### src/rtl/ctrl_conv_pkg.sv
// Shared FSM state type and width helpers for the convolution sequencer.
package ctrl_conv_pkg;

    typedef enum logic [2:0] {
        IDLE,
        FETCH,
        FLUSH,
        VALID,
        DONE
    } conv_state_t;

    // Extra bits on window sums so base+stride+f_len never wraps
    localparam int unsigned WIN_MARGIN = 2;

    function automatic int unsigned min_u(input int unsigned a, input int unsigned b);
        return (a < b) ? a : b;
    endfunction

endpackage

### src/rtl/conv_window_cnt.sv
// Window base / tap index tracking and last-window detection for ctrl_conv_seq.
module conv_window_cnt
    import ctrl_conv_pkg::*;
#(
    parameter int unsigned X_MEM_SIZE = 8,
    parameter int unsigned F_MEM_SIZE = 4,
    localparam int unsigned XW = $clog2(X_MEM_SIZE),
    localparam int unsigned FW = $clog2(F_MEM_SIZE)
) (
    input  logic          clk,
    input  logic          reset,
    input  logic          clear,
    input  logic          k_inc,
    input  logic          next_win,
    input  logic [FW:0]   f_len_q,
    input  logic [XW-1:0] stride_q,
    output logic [XW-1:0] xaddr,
    output logic [FW-1:0] faddr,
    output logic          k_last,
    output logic          last_win
);

    localparam int unsigned WW = XW + WIN_MARGIN;

    logic [XW-1:0] base;
    logic [FW-1:0] k;
    logic [WW-1:0] win_end;

    always_ff @(posedge clk or posedge reset) begin
        if (reset) begin
            base <= '0;
            k    <= '0;
        end else if (clear) begin
            base <= '0;
            k    <= '0;
        end else if (next_win) begin
            base <= base + stride_q;
            k    <= '0;
        end else if (k_inc) begin
            k <= k + 1'b1;
        end
    end

    assign win_end  = WW'(base) + WW'(stride_q) + WW'(f_len_q);
    assign last_win = (win_end > WW'(X_MEM_SIZE));
    assign k_last   = ({1'b0, k} == (f_len_q - 1'b1));
    assign xaddr    = base + XW'(k);
    assign faddr    = k;

endmodule

### src/rtl/ctrl_conv_seq.sv
// Sliding-window convolution read/MAC sequencer with valid/ready output handshake.
// Define CTRL_CONV_STRIDE_EN to honour the stride port; otherwise the stride is fixed at 1.
module ctrl_conv_seq
    import ctrl_conv_pkg::*;
#(
    parameter int unsigned X_MEM_SIZE = 8,
    parameter int unsigned F_MEM_SIZE = 4,
    localparam int unsigned XW = $clog2(X_MEM_SIZE),
    localparam int unsigned FW = $clog2(F_MEM_SIZE)
) (
    input  logic          clk,
    input  logic          reset,
    input  logic          conv_start,
    input  logic [FW:0]   f_len,
    input  logic [XW-1:0] stride,
    input  logic          m_ready_y,
    output logic [XW-1:0] xaddr,
    output logic [FW-1:0] faddr,
    output logic          rd_en,
    output logic          reset_accum,
    output logic          en_accum,
    output logic          m_valid_y,
    output logic          conv_done,
    output logic          cfg_err,
    output logic          busy
);

    localparam int unsigned FLEN_MAX = min_u(F_MEM_SIZE, X_MEM_SIZE);

    conv_state_t   state;
    logic [FW:0]   f_len_q;
    logic [XW-1:0] stride_q;
    logic [XW-1:0] stride_eff;
    logic          f_len_ok;
    logic          start_ok;
    logic          k_inc;
    logic          next_win;
    logic          k_last;
    logic          last_win;

`ifdef CTRL_CONV_STRIDE_EN
    assign stride_eff = (stride == '0) ? XW'(1) : stride;
`else
    logic stride_unused;
    assign stride_unused = ^stride;
    assign stride_eff    = XW'(1);
`endif

    assign f_len_ok = (f_len != '0) && (f_len <= (FW + 1)'(FLEN_MAX));
    assign start_ok = (state == IDLE) && conv_start && f_len_ok;
    assign k_inc    = (state == FETCH) && !k_last;
    assign next_win = (state == VALID) && m_ready_y && !last_win;

    conv_window_cnt #(
        .X_MEM_SIZE(X_MEM_SIZE),
        .F_MEM_SIZE(F_MEM_SIZE)
    ) u_win (
        .clk      (clk),
        .reset    (reset),
        .clear    (start_ok),
        .k_inc    (k_inc),
        .next_win (next_win),
        .f_len_q  (f_len_q),
        .stride_q (stride_q),
        .xaddr    (xaddr),
        .faddr    (faddr),
        .k_last   (k_last),
        .last_win (last_win)
    );

    // Outputs are set for the state being entered, so each is a plain register
    always_ff @(posedge clk or posedge reset) begin
        if (reset) begin
            state       <= IDLE;
            f_len_q     <= '0;
            stride_q    <= '0;
            rd_en       <= 1'b0;
            reset_accum <= 1'b0;
            en_accum    <= 1'b0;
            m_valid_y   <= 1'b0;
            conv_done   <= 1'b0;
            cfg_err     <= 1'b0;
            busy        <= 1'b0;
        end else begin
            en_accum    <= rd_en;
            reset_accum <= 1'b0;
            conv_done   <= 1'b0;
            cfg_err     <= 1'b0;
            case (state)
                IDLE: begin
                    if (conv_start) begin
                        if (f_len_ok) begin
                            f_len_q     <= f_len;
                            stride_q    <= stride_eff;
                            rd_en       <= 1'b1;
                            reset_accum <= 1'b1;
                            busy        <= 1'b1;
                            state       <= FETCH;
                        end else begin
                            cfg_err   <= 1'b1;
                            conv_done <= 1'b1;
                        end
                    end
                end
                FETCH: begin
                    if (k_last) begin
                        rd_en <= 1'b0;
                        state <= FLUSH;
                    end
                end
                FLUSH: begin
                    m_valid_y <= 1'b1;
                    state     <= VALID;
                end
                VALID: begin
                    if (m_ready_y) begin
                        m_valid_y <= 1'b0;
                        if (last_win) begin
                            conv_done <= 1'b1;
                            state     <= DONE;
                        end else begin
                            rd_en       <= 1'b1;
                            reset_accum <= 1'b1;
                            state       <= FETCH;
                        end
                    end
                end
                DONE: begin
                    busy  <= 1'b0;
                    state <= IDLE;
                end
                default: state <= IDLE;
            endcase
        end
    end

endmodule

### config.mk
export PLATFORM = sky130hd
export DESIGN_NAME = ctrl_conv_seq
export DESIGN_NICKNAME = d
export VERILOG_FILES = /design/src/rtl/ctrl_conv_pkg.sv /design/src/rtl/conv_window_cnt.sv /design/src/rtl/ctrl_conv_seq.sv
export SDC_FILE = /design/constraint.sdc
export NUM_CORES = 1
export LEC_CHECK = 0
export BUFFER_PORTS_ARGS = -buffer_cell sky130_fd_sc_hd__buf_2
export CORE_UTILIZATION = 53
export CTS_CLUSTER_SIZE = 20
export DETAILED_ROUTE_END_ITERATION = 8
export HOLD_SLACK_MARGIN = 0.15
export MAX_ROUTING_LAYER = met4
export PLACE_DENSITY = 0.75
export RECOVER_POWER = 50
export SLEW_MARGIN = 0
export SYNTH_ARGS = -nofsm -noshare
export SYNTH_HDL_FRONTEND = slang
export SYNTH_SLANG_ARGS = --single-unit
### constraint.sdc
create_clock -name clk -period 4 [get_ports clk]
set_input_delay 1.2 -clock clk [delete_from_list [all_inputs] [get_ports clk]]
set_output_delay 1.2 -clock clk [all_outputs]
set_load 0.005 [all_outputs]
==> results.toml <==
[timing]
final.min_clock_period_ns = 3.01
setup_viol = 0
hold-worst-slack_ns = 0.406
slew-limit-headroom = 0.547
grt_setup_unrepaired = "no"
timing.fmax_ghz = 0.332
drv_slew = 0
timing.final.ws_setup_ns = 0.990
final.period_utilization = 0.752
finalSetupTns_ns = 0
report.final.hold_viol_count = 0
timing.clock.skew_ns = 0.00542
tightestPinTransition_ns = 0.679

[cts]
cts_tree = "done"
postCtsResizedCells = 0
clkSlewWorstSetupHoldPaths_ns = 0.11
cts.root.buffer_cell = "sky130_fd_sc_hd__clkbuf_4"
cts.htree.levels = 1
clk_latency_ns = 0.29
total_of_hold_buffers_inserted_after_clock_tree_synthesis = 0
maximum_number_of_buffers_from_clock_root_to_sink = 2
clock_sinks = 19
cts_made_buffers = 3
postCtsSetupBuffers = 0

[place]
gp_congestion = 0.812
dp_worst_setup_slack_ns = 1.04
place.port_buffers = 18
dp_hpwl_um = 1710
placed_cells_incl_taps = 161

[critical_path]
crit_arrival_ns = 3.19
startpoint_type = "flop"
top_fanout_value_on_the_critical_path = 4
worst_setup_path_end_kind = "flop"
critical_path_class = "reg2reg"
worst-endpoint-required_ns = 4.18

[drt]
met2WireLength_um = 1070
detailedRoute.firstIterationViolations = 14
num_vias = 918
highest-signal-layer = "met4"
post_detailed_route_count_of_antenna_violating_nets = 0
remaining_drc_errors = 0
met1_length_um = 950
wl_per_cell_um = 13.2
met3_length_um = 123
avgViaCountPerCell = 5.56
pre_repair_dr_iteration_count = 4
totalWireLength_um = 2170

[die]
initial_core_util = 0.571
die-width_um = 48.2
design.core.area_um2 = 1980
design.die.area_um2 = 2330
die_height_um = 48.2
boundary_pins = 22
rows = 16

[finish]
layout.cells.non_filler = 165
layout-drive-gt1-share = 0.181
antenna_cells_inserted = 0
fillCellCount = 167
layout.nets = 158
areaGrowthSynthToFinish_pct = 12.4

[synth]
synth.net_count = 136
synth_enable_flop_cells = 0
syn-instance-count = 117
synth.area.top_cells = "sky130_fd_sc_hd__dfrtp_1 (42%), sky130_fd_sc_hd__ha_1 (7.7%), sky130_fd_sc_hd__a21oi_1 (4.0%), sky130_fd_sc_hd__inv_1 (4.0%), sky130_fd_sc_hd__fa_1 (3.5%)"
synth_seq_cells = 19
netlist-cell-type-count = 35
synth_top_area_share = 0.420
synth_async_sr_flop_share = 1.00
synth.cell_area_um2 = 1130
netlist.top_cell.by_area = "sky130_fd_sc_hd__dfrtp_1"
synth_sequential_area_ratio = 0.420
post_synth.cell_area_avg_um2 = 9.68
synthFlopType = "sky130_fd_sc_hd__dfrtp_1"
synthesis.yosys.warnings = 0

[job]
maxCapViolations = 0

[global_routing]
antenna_found_initial = 0
global_route_congestion_overflow_total = 0
grt_start_max_net_pins = 20
grt.total_usage = 0.227
grt_pass1_vias = 826
grt_pass1_wl_um = 3570

[status]
run_status = "completed"

[pwr]
vdd_drop_max_mv = 0.467
static-leakage-power_nw = 0.618
p_per_area_nw_per_um2 = 921

[min_path]
worst_hold_path_type = "reg2reg"
## metal layers
| metal | up-vias | GRT usage |
|---|---|---|
| met2 | 32 | 0.363 |
| met4 | 0 | 0.0722 |
| met3 | 6 | 0.0407 |
| met5 | - | - |
| li1 | 455 | - |
| met1 | 425 | 0.289 |
## layout by cell type, fill, tap and decap left out, types with 3 or more instances in the layout
master and n:
sky130_fd_sc_hd__dfrtp_1 19, sky130_fd_sc_hd__buf_2 14, sky130_fd_sc_hd__clkbuf_1 5, sky130_fd_sc_hd__nand3_1 4
sky130_fd_sc_hd__nor2_1 7, sky130_fd_sc_hd__inv_1 12, sky130_fd_sc_hd__a21oi_1 9, sky130_fd_sc_hd__nand2b_1 3
sky130_fd_sc_hd__xor2_1 3, sky130_fd_sc_hd__or3_1 3, sky130_fd_sc_hd__ha_1 7, sky130_fd_sc_hd__nand2_1 10
sky130_fd_sc_hd__o21ai_0 6, sky130_fd_sc_hd__clkbuf_4 3, sky130_fd_sc_hd__o21ai_1 3
## registers in the layout, summed over array words and instances, names as in the netlist
register	count
stride_q	1
state	3
u_win.faddr	2
cfg_err	1
reset_accum	1
u_win.base	3
m_valid_y	1
en_accum	1
f_len_q	3
rd_en	1
conv_done	1
busy	1
## stage by stage
| stage | cell area, µm² | utilization | power (W) |
|---|---|---|---|
| floorplan | 1130 | - | 0.000885 |
| global placement | 1250 | 0.631 | 0.00103 |
| detailed placement | 1250 | 0.631 | 0.00108 |
| CTS | 1280 | 0.645 | 0.00118 |
| global route | 1270 | 0.642 | 0.00131 |
| finish | 1270 | 0.642 | 0.00117 |
## area by class of cell
type	instances	area, µm²	share of cell area
Sequential cell	19	475	0.374
Clock buffer	4	26.3	0.0206
Timing Repair Buffer	18	85.1	0.0669
Inverter	12	45.0	0.0354
Multi-Input combinational cell	85	607	0.477
Tap cell	27	33.8	0.0265
## worst paths after layout
check | from | end | slack (ns) | depth (start not counted)
hold reg to reg | rd_en | en_accum | 0.41 | 0
max in group asynchronous | reset | f_len_q[2] | 2.58 | 2
setup / recovery | u_win.base[0] | u_win.base[2] | 0.99 | 9
hold / removal | rd_en | en_accum | 0.41 | 0
setup reg to reg | u_win.base[0] | u_win.base[2] | 0.99 | 9
min in group asynchronous | reset | reset_accum | 0.99 | 2
## report_power, final
group / switching, W / leakage [nW] / internal (W) / total, W
clock: 0.0000571 / 0.0150 / 0.0000388 / 0.0000958
sequential: 0.0000929 / 0.231 / 0.000277 / 0.000370
combinational: 0.000376 / 0.372 / 0.000330 / 0.000707
## worst max-delay path, stage by stage (launching register included)
cell and delay [ns]:
sky130_fd_sc_hd__dfrtp_1 0.42, sky130_fd_sc_hd__ha_1 0.21, sky130_fd_sc_hd__ha_1 0.34, sky130_fd_sc_hd__fa_1 0.50, sky130_fd_sc_hd__or3_1 0.37, sky130_fd_sc_hd__maj3_2 0.32, sky130_fd_sc_hd__a2bb2oi_2 0.15, sky130_fd_sc_hd__nand2_1 0.17
sky130_fd_sc_hd__a21oi_1 0.09, sky130_fd_sc_hd__or3_1 0.34
## Yosys cell counts (2+ instances only)
library cell / instances
sky130_fd_sc_hd__dfrtp_1: 19
sky130_fd_sc_hd__inv_1: 12
sky130_fd_sc_hd__nand2_1: 10
sky130_fd_sc_hd__a21oi_1: 9
sky130_fd_sc_hd__ha_1: 7
sky130_fd_sc_hd__nor2_1: 7
sky130_fd_sc_hd__o21ai_0: 6
sky130_fd_sc_hd__nand3_1: 4
sky130_fd_sc_hd__nand2b_1: 3
sky130_fd_sc_hd__o21ai_1: 3
sky130_fd_sc_hd__or3_1: 3
sky130_fd_sc_hd__xor2_1: 3
sky130_fd_sc_hd__a211oi_1: 2
sky130_fd_sc_hd__a31oi_1: 2
sky130_fd_sc_hd__fa_1: 2
sky130_fd_sc_hd__mux2_2: 2
sky130_fd_sc_hd__mux2i_1: 2
sky130_fd_sc_hd__nor3_1: 2
sky130_fd_sc_hd__nor4b_1: 2
sky130_fd_sc_hd__xnor2_1: 2
## kinds of logic after synthesis
| logic type | Yosys count | share of synthesized area |
|---|---|---|
| AO/OA/AOI/OAI | 29 | 0.160 |
| XOR/XNOR | 5 | 0.0387 |
| adder cells (fa/ha/maj) | 10 | 0.123 |
| buffers and inverters | 13 | 0.0442 |
| flip-flops | 19 | 0.420 |
| multiplexers | 4 | 0.0376 |
| AND/OR/NAND/NOR | 37 | 0.177 |
No activity file was read; power rests on OpenSTA's default activity.
